**src/rtl/iram_pkg.sv**
```systemverilog
// rtl/iram_pkg.sv - shared constants, state enum and helpers for the instruction refill responder
package iram_pkg;

  localparam int PC_SIZE_DEF    = 32;
  localparam int WORD_W_DEF     = 32;
  localparam int LINE_WORDS_DEF = 4;

  function automatic int line_ofs_w(input int line_words);
    return $clog2(line_words);
  endfunction

  localparam int LINE_OFS_W = line_ofs_w(LINE_WORDS_DEF);

  typedef enum logic [2:0] {
    IDLE,
    REQ,
    WAIT,
    DRAIN,
    DONE
  } iram_state_t;

endpackage

```
**src/rtl/iram_controller_if.sv**
```systemverilog
// rtl/iram_controller_if.sv - core refill port plus single-outstanding instruction memory port
interface iram_controller_if
  import iram_pkg::*;
#(
  parameter int PC_SIZE = PC_SIZE_DEF,
  parameter int WORD_W  = WORD_W_DEF
);
  logic [PC_SIZE-1:0] iram_address;
  logic               i_miss;
  logic [WORD_W-1:0]  imem_word;
  logic               word_ready;
  logic               mem_req;
  logic [PC_SIZE-1:0] mem_addr;
  logic               mem_rvalid;
  logic [WORD_W-1:0]  mem_rdata;
  logic               busy;

  modport slave (
    input  iram_address, i_miss, mem_rvalid, mem_rdata,
    output imem_word, word_ready, mem_req, mem_addr, busy
  );

  modport master (
    output iram_address, i_miss, mem_rvalid, mem_rdata,
    input  imem_word, word_ready, mem_req, mem_addr, busy
  );
endinterface

```
**src/rtl/iram_controller.sv**
```systemverilog
// rtl/iram_controller.sv - critical-word-first cache line refill with wrap-around, one read in flight
module iram_controller
  import iram_pkg::*;
#(
  parameter int PC_SIZE    = PC_SIZE_DEF,
  parameter int WORD_W     = WORD_W_DEF,
  parameter int LINE_WORDS = LINE_WORDS_DEF
) (
  input  logic             clk,
  input  logic             rst,
  iram_controller_if.slave bus
);

  localparam int OFS_W = line_ofs_w(LINE_WORDS);
  localparam int OFS   = OFS_W + 2;
  localparam logic [PC_SIZE-1:0] LINE_MASK = ~{{(PC_SIZE-OFS){1'b0}}, {OFS{1'b1}}};
  localparam logic [OFS_W:0]     CNT_FULL  = (OFS_W+1)'(LINE_WORDS);

  iram_state_t        state;
  logic [PC_SIZE-1:0] base_q;
  logic [OFS_W-1:0]   start_q;
  logic [OFS_W-1:0]   next_ofs;
  logic [OFS_W:0]     count_q;
  logic [OFS_W:0]     cnt_inc;
  logic               outstanding;
  logic               rvalid_ok;
  logic [WORD_W-1:0]  rdata;

  assign rdata = bus.mem_rdata;

  // Offset arithmetic is done in OFS_W bits so it wraps inside the line and never carries into base.
  always_comb begin
    cnt_inc   = count_q + (OFS_W+1)'(1);
    next_ofs  = start_q + cnt_inc[OFS_W-1:0];
    rvalid_ok = bus.mem_rvalid && outstanding;
  end

  always_ff @(posedge clk or posedge rst) begin
    if (rst) begin
      state          <= IDLE;
      base_q         <= '0;
      start_q        <= '0;
      count_q        <= '0;
      outstanding    <= 1'b0;
      bus.imem_word  <= '0;
      bus.word_ready <= 1'b0;
      bus.mem_req    <= 1'b0;
      bus.mem_addr   <= '0;
      bus.busy       <= 1'b0;
    end else begin
      bus.word_ready <= 1'b0;
      bus.mem_req    <= 1'b0;
      case (state)
        IDLE: begin
          if (bus.i_miss) begin
            base_q      <= bus.iram_address & LINE_MASK;
            start_q     <= bus.iram_address[OFS-1:2];
            count_q     <= '0;
            bus.mem_req <= 1'b1;
            bus.mem_addr <= {bus.iram_address[PC_SIZE-1:2], 2'b00};
            outstanding <= 1'b1;
            bus.busy    <= 1'b1;
            state       <= REQ;
          end
        end
        // mem_req is visible during REQ, so the read is already in flight here.
        REQ: begin
          if (!bus.i_miss) begin
            state    <= outstanding ? DRAIN : IDLE;
            bus.busy <= outstanding;
          end else begin
            state <= WAIT;
          end
        end
        WAIT: begin
          if (!bus.i_miss) begin
            if (rvalid_ok || !outstanding) begin
              outstanding <= 1'b0;
              state       <= IDLE;
              bus.busy    <= 1'b0;
            end else begin
              state <= DRAIN;
            end
          end else if (rvalid_ok) begin
            bus.imem_word  <= rdata;
            bus.word_ready <= 1'b1;
            count_q        <= cnt_inc;
            if (cnt_inc == CNT_FULL) begin
              outstanding <= 1'b0;
              state       <= DONE;
            end else begin
              bus.mem_req  <= 1'b1;
              bus.mem_addr <= base_q | {{(PC_SIZE-OFS){1'b0}}, next_ofs, 2'b00};
              outstanding  <= 1'b1;
              state        <= REQ;
            end
          end
        end
        DRAIN: begin
          if (rvalid_ok || !outstanding) begin
            outstanding <= 1'b0;
            state       <= IDLE;
            bus.busy    <= 1'b0;
          end
        end
        DONE: begin
          if (!bus.i_miss) begin
            state    <= IDLE;
            bus.busy <= 1'b0;
          end
        end
        default: begin
          outstanding <= 1'b0;
          state       <= IDLE;
          bus.busy    <= 1'b0;
        end
      endcase
    end
  end

endmodule

```
**src/flat_wrapper.sv**
```systemverilog
// flat-port wrapper written by rule: the top's interface ports become plain ports
module iram_controller_flat import iram_pkg::*;
#(
  parameter int PC_SIZE    = PC_SIZE_DEF,
  parameter int WORD_W     = WORD_W_DEF,
  parameter int LINE_WORDS = LINE_WORDS_DEF
)
  (clk, rst, bus_iram_address, bus_i_miss, bus_mem_rvalid, bus_mem_rdata, bus_imem_word, bus_word_ready, bus_mem_req, bus_mem_addr, bus_busy);
  iram_controller_if #(.PC_SIZE(PC_SIZE), .WORD_W(WORD_W)) bus_i ();
  input  logic clk;
  input  logic rst;
  input wire logic [$bits(bus_i.iram_address)-1:0] bus_iram_address;
  input wire logic [$bits(bus_i.i_miss)-1:0] bus_i_miss;
  input wire logic [$bits(bus_i.mem_rvalid)-1:0] bus_mem_rvalid;
  input wire logic [$bits(bus_i.mem_rdata)-1:0] bus_mem_rdata;
  output wire logic [$bits(bus_i.imem_word)-1:0] bus_imem_word;
  output wire logic [$bits(bus_i.word_ready)-1:0] bus_word_ready;
  output wire logic [$bits(bus_i.mem_req)-1:0] bus_mem_req;
  output wire logic [$bits(bus_i.mem_addr)-1:0] bus_mem_addr;
  output wire logic [$bits(bus_i.busy)-1:0] bus_busy;
  assign bus_i.iram_address = bus_iram_address;
  assign bus_i.i_miss = bus_i_miss;
  assign bus_i.mem_rvalid = bus_mem_rvalid;
  assign bus_i.mem_rdata = bus_mem_rdata;
  assign bus_imem_word = bus_i.imem_word;
  assign bus_word_ready = bus_i.word_ready;
  assign bus_mem_req = bus_i.mem_req;
  assign bus_mem_addr = bus_i.mem_addr;
  assign bus_busy = bus_i.busy;
  iram_controller #(.PC_SIZE(PC_SIZE), .WORD_W(WORD_W), .LINE_WORDS(LINE_WORDS)) u_core (.clk(clk), .rst(rst), .bus(bus_i));
endmodule
```
**config.mk**
```make
export PLATFORM = sky130hd
export DESIGN_NAME = iram_controller_flat
export DESIGN_NICKNAME = d
export VERILOG_FILES = /design/src/rtl/iram_pkg.sv /design/src/rtl/iram_controller_if.sv /design/src/rtl/iram_controller.sv /design/src/flat_wrapper.sv
export SDC_FILE = /design/constraint.sdc
export NUM_CORES = 1
export LEC_CHECK = 0
export ABC_AREA = 1
export CAP_MARGIN = 20
export CORE_AREA = 3 3 110 139
export DETAILED_ROUTE_END_ITERATION = 10
export DIE_AREA = 0 0 113 142
export HOLD_SLACK_MARGIN = 0.02
export SYNTH_ARGS = -nofsm -noshare
export SYNTH_HDL_FRONTEND = slang
export SYNTH_SLANG_ARGS = --single-unit
export TNS_END_PERCENT = 20
```
**constraint.sdc**
```tcl
create_clock -name clk -period 4.1 [get_ports clk]
set_input_delay 0.615 -clock clk [delete_from_list [all_inputs] [get_ports clk]]
set_output_delay 0.615 -clock clk [all_outputs]
set_load 0.1 [all_outputs]
```
==> results of run 1 <==
## logic make-up after synthesis
logic type	after synthesis	share of synthesized area, %
AND/OR/NAND/NOR	313	28.0
flip-flops	102	55.2
buffers and inverters	77	8.30
AO/OA/AOI/OAI	67	7.41
adder cells (fa/ha/maj)	4	1.08
other	1	0.0810
## flip-flops by register name (all words and copies together), names as in the netlist
signal	cells
u_core.outstanding	1
u_core.base_q	28
u_core.bus.mem_addr	30
u_core.bus.imem_word	32
u_core.bus.word_ready	1
u_core.count_q	3
u_core.bus.busy	1
u_core.state	3
u_core.start_q	2
u_core.bus.mem_req	1
## per-stage QoR
| step | setup slack, ns | util [%] | instances | instance area (µm²) |
|---|---|---|---|---|
| final | 1.46 | 44.3 | 861 | 6310 |
| after detailed placement | 1.04 | 41.9 | 844 | 5960 |
| after CTS | 1.36 | 44.1 | 860 | 6280 |
| after floorplan | 0.810 | - | 565 | 4630 |
| after global routing | 1.10 | 44.3 | 861 | 6310 |
| after global placement | 1.08 | 41.9 | 844 | 5960 |
## synthesized netlist by cell type (2+ instances only)
cell / instances
buf_2: 11
buf_4: 9
nand2_1: 249
nand3_1: 45
clkbuf_1: 4
nor2_1: 6
o21ai_0: 54
nand4_1: 2
nor2_4: 3
nand3_2: 2
o21ai_1: 10
ha_1: 4
inv_1: 44
nand2_2: 3
buf_6: 6
dfrtp_1: 102
## layout make-up
cell class	count	area share [%]
inverters	46	2.82
clock inverters	7	1.41
repair buffers	133	21.3
multi-input cells	386	26.9
well taps	178	3.53
clock buffers	9	3.57
flip-flops and latches	102	40.5
## worst paths after layout
check,to
hold reg to reg,u_core.bus.imem_word[13]$_DFFE_PP0P_
hold / removal,u_core.bus.imem_word[13]$_DFFE_PP0P_
setup / recovery,u_core.bus.mem_addr[3]$_DFFE_PP0P_
max in group asynchronous,u_core.base_q[12]$_DFFE_PP0P_
setup reg to reg,u_core.bus.mem_addr[3]$_DFFE_PP0P_
min in group asynchronous,u_core.bus.imem_word[10]$_DFFE_PP0P_
## worst max-delay path: cells and delay by family, from the launching register on
kind	cells	cell delay [ns]
flip-flops	1	0.45
buffers and inverters	1	0.45
AND/OR/NAND/NOR	6	1.65
## per-layer routing
metal	vias to the layer above	wire, µm
li1	1987	-
met1	1826	5000
met2	112	5570
met3	11	655
met4	0	147
met5	-	0
==> results.md, run 1 <==
Run status:
- The flow ran to the end, and the final reports show no timing, DRC or antenna violations.

Job:
- The total of max-cap violations is 0.

Global route:
- The number of global-route vias before repair is roughly 3,900.
- The total overflow reported by the global router is 0.
- The number of antenna violations at the first check in global routing was 0.
- The first global-routing pass estimated 19,100 µm of wire.
- In this run the most used layer during global routing was met2.
- Entering global routing, the biggest net connects 91 pins.
- Global routing used 14.6% of the available tracks across all layers.
- The met1 layer usage reported by global route is 18.7%.
- The global-route track usage on met3 is 3.32%.
- The global-route track usage on met2 is about a quarter.

Final layout:
- 0 antenna diodes ended up in the layout.
- The layout overhead on the synthesized area is 36.3%.
- The library cells used most frequently in the layout, excluding fill and tap cells, are nand2_1, clkdlybuf4s50_1, dfrtp_1.
- The leading cell type in the layout, fill and taps excluded is nand2_1.
- The multi-input combinational cells in the finished layout cover a total of 1700 µm².
- After the last flow step, the layout net total stands at 750.
- The total of fill cells in the finished design is roughly 1,400.
- In the final layout, the share of cells above drive strength 1 is 4.83%.
- The register area is about 2600 µm².

STA:
- The setup-violating endpoint count in the final report is 0.
- The max-slew headroom at the worst pin is 31.9%.
- The sum of negative setup slack is 0 ns.
- The clock skew after layout is 0.0118 ns.
- The max-slew violation total from the final report is 0.
- The time the worst path needs with I/O delays and setup is about 2.6 ns.
- The final critical-path share of the clock period is around 64%.
- The tightest hold path in the finished design has a slack of approximately 0.47 ns.
- The final hold violation count was 0.
- For the pin with the worst max-slew slack, the measured transition is 1.02 ns.
- The peak clock frequency supported by timing is 0.378 GHz.
- Setup repair after global routing left no endpoint under its margin.

Logic synthesis:
- The number of different library cells used by synthesis comes to 26.
- The register bit total from synthesis is 102.
- The post-synthesis instance area is 4630 µm².
- The fraction of registers with async set/reset is between 90% and 100%.
- The top cell type by area accounts for 55.2% of the synthesized area.
- In the post-synthesis netlist, the biggest area contributors are dfrtp_1, nand2_1, o21ai_0, nand3_1, inv_1.
- Yosys printed 0 warnings.
- Yosys mapped a number of flops with a built-in enable equal to 0.
- Averaged over all synthesized cells, the footprint is approximately 8.2 µm².
- The sequential element share of the synthesized area is 55.2%.
- dfrtp_1 takes more of the synthesized area than any other cell.
- For this run, the leading register cell type out of synthesis is dfrtp_1.
- The instance count of the mapped netlist is 564.

Clock tree:
- At the later pin of the worst-skew pair, clock insertion delay measures 0.35 ns.
- TritonCTS created 9 clock buffers.
- The largest buffer count on any clock path is 2.
- The clock-pin transition on the worst setup and hold timing paths is about 0.080 ns.
- The CTS tree is done.
- After clock tree synthesis, the repair step resized 0 gates.
- The clock net in this run drives a total of 102 sinks.
- The cell chosen for the clock root is clkbuf_16.
- In this run, post-CTS hold repair placed 0 buffers.
- The maximum level of the CTS H-tree is 3.
- The number of post-CTS setup repair buffers is 0.

Setup path:
- The element type at the critical path end is a flip-flop.
- The length in cells of the worst reg-to-reg path is 7.
- Along the worst path, the maximum fanout reaches 64.
- The slowest library cell on the worst path is nand2_2.
- The minimum setup slack among reg-to-reg paths is 1.46 ns.
- The critical path starts at u_core.state[0]$_DFFE_PP0P_.
- The signal on the critical path passes through nor2_4, nand2_2, inv_4, nand2_2, nand2_4, nand3_1, nand2_1.
- The critical path is of the reg -> reg type.
- The largest single stage delay on the critical path is approximately 0.58 ns.
- Counting stages on the worst path, the most repeated cell is nand2_2.
- The data required time at the worst endpoint is 4.38 ns.
- Data on the critical path arrives at its endpoint at slightly below 3 ns.
- STA classifies the critical path startpoint as a flip-flop.
- The startpoint identified for the worst register-to-register timing path is u_core.state[0]$_DFFE_PP0P_.

Place:
- The congestion estimate from routability-driven global placement came to 0.838.
- During placement, the flow inserted port buffers numbering 130.
- The placed wire-length estimate is roughly 7700 µm.

Die:
- Once the floorplan was initialized, standard cells occupied about a third of the core.
- The floorplan step defined a die boundary enclosing 16,000 µm².
- The total area inside the core boundary comes to 14,200 µm².
- The vertical extent of the die is 142 µm.
- The number of cell rows is 49.
- The die width is 113 µm.
- The number of top-level pins is 135.

Route:
- The pre-antenna-repair detailed-routing pass consisted of 4 iterations.
- The detailed router placed 3,936 vias in this run.
- In this run the remaining antenna-violating nets after routing total 0.
- Dividing the detail-routed wire length by the instance count gives 13.2 µm.
- The remaining design rule violation count is 0.
- The initial DRC count is 216.
- Using the TritonRoute via totals, the vias-per-cell ratio works out to 4.57.
- The total wirelength of the detailed-routed design is 11,400 µm.

Min path:
- The critical hold path startpoint is u_core.bus.imem_word[13]$_DFFE_PP0P_.
- The worst hold path cell count is 2.
- The path class of the tightest hold or removal check is reg -> reg.
Power of run 1 is not shown: default switching activity piles up to over one toggle a cycle in this logic, so the estimate is an artifact.
==> run 2, diff against run 1 <==
==> constraint.sdc (replaced) <==
create_clock -name clk -period 2.5 [get_ports clk]
set_input_delay 0.375 -clock clk [delete_from_list [all_inputs] [get_ports clk]]
set_output_delay 0.375 -clock clk [all_outputs]
set_load 0.1 [all_outputs]
==> run 2 against run 1 <==
Cell count rose by 0.46%; routed wire length shrank 2.8%; via count about the same; sequential share of layout area grew 1.0 points; worst hold slack worse by 0.082 ns; first-iteration DRC count shrank 11%; critical path depth did not move; utilization is 1.1 points lower; non-clock buffer count grew 5; sequential cell count did not move; cell area shrank 2.5%; critical path type unchanged; highest routed layer unchanged.
==> results.md, run 2 (synthesis results as in run 1) <==
Global route:
- The wire length of the first global-routing pass is 18,500 µm (-3.5%).
- The number of global-route vias before repair came to 3,835 (-2.5%).
- The pin count of the biggest net entering global routing is 47 (-48%).
- The number of antenna violations at the first check in global routing was 0 (unchanged).
- The total overflow reported by the global router is 0 (unchanged).
- The overall fraction of global-route tracks in use is 14.2% (-0.41 points).

Place:
- The number of input and output port buffers inserted is 130 (unchanged).
- The placed wire-length estimate is 7800 µm (+1.8%).
- The final weighted congestion in routability-driven placement is 0.791 (-5.7%).

STA:
- Setup repair after global routing left no endpoint under its margin.
- The max-slew violation total from the final report is 0 (unchanged).
- The time the worst path needs with I/O delays and setup is 1.95 ns (-0.688 ns).
- The sum of negative setup slack is 0 ns (unchanged).
- The worst hold-check slack is 0.393 ns (-0.0817 ns).
- The setup-violating endpoint count in the final report is 0 (unchanged).
- The max-slew headroom at the worst pin is 65.9% (+34 points).
- The slew at the pin with the worst max-slew slack is 0.511 ns (-0.507 ns).
- The peak clock frequency supported by timing is 0.512 GHz (+35%).
- The clock skew after layout is 0.00520 ns (-0.00659 ns).
- The final critical-path share of the clock period came to 78.2% (+14 points).
- The final hold violation count was 0 (unchanged).

Die:
- The area enclosed by the die boundary is 16,000 µm² (unchanged).
- The vertical extent of the die is 142 µm (unchanged).
- The area of the placeable core is 14,200 µm² (unchanged).
- The effective utilization at floorplan is 32.5% (unchanged).
- The die width was 113 µm (unchanged).
- The number of top-level pins came to 135 (unchanged).
- The number of cell rows is 49 (unchanged).

Setup path:
- The data required time at the worst endpoint came to 2.78 ns (-1.60 ns).
- The critical path launch point type is a flip-flop.
- The startpoint-to-endpoint class of the critical path is reg -> reg.
- The worst setup path is captured at a flip-flop.
- The highest net fanout along the worst path came to 32 (-50%).
- The critical path arrival is 2.23 ns (-0.69 ns).

Min path:
- In this run the worst hold path is classified as in -> async.

Clock tree:
- The number of gates resized after CTS is 0 (unchanged).
- The maximum level of the CTS H-tree is 3 (unchanged).
- The clock network latency to the later pin of the worst-skew pair is 0.34 ns (about the same).
- The TritonCTS sink count is 102 (unchanged).
- The count of hold buffers inserted by post-cts repair is 0 (unchanged).
- The number of post-CTS setup repair buffers is 0 (unchanged).
- The CTS buffer count is 9 (unchanged).
- The clock-pin transition on the worst setup and hold timing paths is 0.06 ns (-0.02 ns).
- The cell chosen for the clock root is clkbuf_16.
- The CTS tree is done.
- The largest buffer count on any clock path is 2 (unchanged).

Run status:
- The run finished with clean final reports.

Route:
- The number of nets with antenna violations after detailed routing was 0 (unchanged).
- The final routed wire length divided by cell count is 12.8 µm (-3.3%).
- The length of the first detailed-routing pass in iterations came to 4 (unchanged).
- The ratio of routed vias to standard cells came to 4.55 (-0.51%).
- The initial DRC count is 192 (-11%).
- The total number of vias is 3,934 (-0.051%).
- The remaining design rule violation count is 0 (unchanged).
- The total wirelength of the detailed-routed design is 11,100 µm (-2.8%).

Final layout:
- The total of fill cells in the finished design is 1,453 (+2.3%).
- The register with the most flip-flops is u_core.bus.imem_word.
- From synthesis to final layout, the design area changed by 32.9%.
- The fraction of layout cells with a size suffix above 1 came to 14.4% (+9.6 points).
- The largest registers in the layout are u_core.bus.imem_word (32), u_core.bus.mem_addr (30), u_core.base_q (28).
- The leading cell type in the layout, fill and taps excluded is nand2_1.
- The number of flip-flops under the largest register name was 32 (unchanged).
- In the layout the commonest cells are nand2_1, dfrtp_1, buf_4.
- The net total in the final layout was 755 (+0.67%).
- The antenna diode instance count is 0 (unchanged).

Job:
- The total of max-cap violations was 0 (unchanged).
run 2: changes by cell type in the layout (fill, tap and decap cells not counted), moves of 3 or more:
| cell | previous run | this run |
|---|---|---|
| buf_4 | 2 | 71 |
| clkdlybuf4s50_1 | 130 | 65 |
| clkbuf_1 | 0 | 3 |
| inv_8 | 3 | 0 |
run 2: per-layer routing:
| layer | up-vias | routed length (µm) | global-route usage [%] |
|---|---|---|---|
| met3 | 13 | 708 | 3.15 |
| met1 | 1801 | 4840 | 18.0 |
| met4 | 0 | 209 | 6.20 |
| met5 | - | 0 | 0 |
| met2 | 121 | 5300 | 23.2 |
| li1 | 1999 | - | - |
run 2: path summary, 6_finish.rpt:
path                                                           start                                    to  slack [ns]  cells past startpoint
worst max-delay path                     u_core.state[0]$_DFFE_PP0P_   u_core.bus.mem_addr[23]$_DFFE_PP0P_        0.55                      7
worst min-delay path                                             rst   u_core.bus.imem_word[7]$_DFFE_PP0P_        0.39                      2
worst max register to register           u_core.state[0]$_DFFE_PP0P_   u_core.bus.mem_addr[23]$_DFFE_PP0P_        0.55                      7
worst min register to register  u_core.bus.imem_word[25]$_DFFE_PP0P_  u_core.bus.imem_word[25]$_DFFE_PP0P_        0.47                      2
max in group asynchronous                                        rst         u_core.base_q[13]$_DFFE_PP0P_        1.55                      3
min in group clk                u_core.bus.imem_word[25]$_DFFE_PP0P_  u_core.bus.imem_word[25]$_DFFE_PP0P_        0.47                      2
run 2: per-stage QoR:
stage / cells / util (%) / area (µm²) / worst slack (ns)
detailed placement: 850 / 41.3 / 5880 / 0.407
floorplan: 565 / - / 4640 / 0.907
CTS: 865 / 43.2 / 6150 / 0.462
finish: 865 / 43.2 / 6150 / 0.545
global route: 865 / 43.2 / 6150 / 0.345
global placement: 850 / 41.3 / 5880 / 0.403
run 2: worst max-delay path, stage by stage (launching register included):
cell and delay (ns):
dfrtp_1 0.45, nor2_4 0.21, nand2_2 0.13, inv_4 0.27
nand2_2 0.26, nand2_4 0.36, nand2_1 0.11, nand2_1 0.07
run 2: cell type report:
cell class / instances / area (µm²) / area share, %
timing repair buffer: 138 / 1220 / 19.9
sequential: 102 / 2550 / 41.5
multi-input combinational: 386 / 1700 / 27.7
tap: 178 / 223 / 3.62
inverter: 46 / 179 / 2.91
clock inverter: 1 / 5.00 / 0.0814
clock buffer: 14 / 264 / 4.29
Power of run 2 is left out for the same reason.
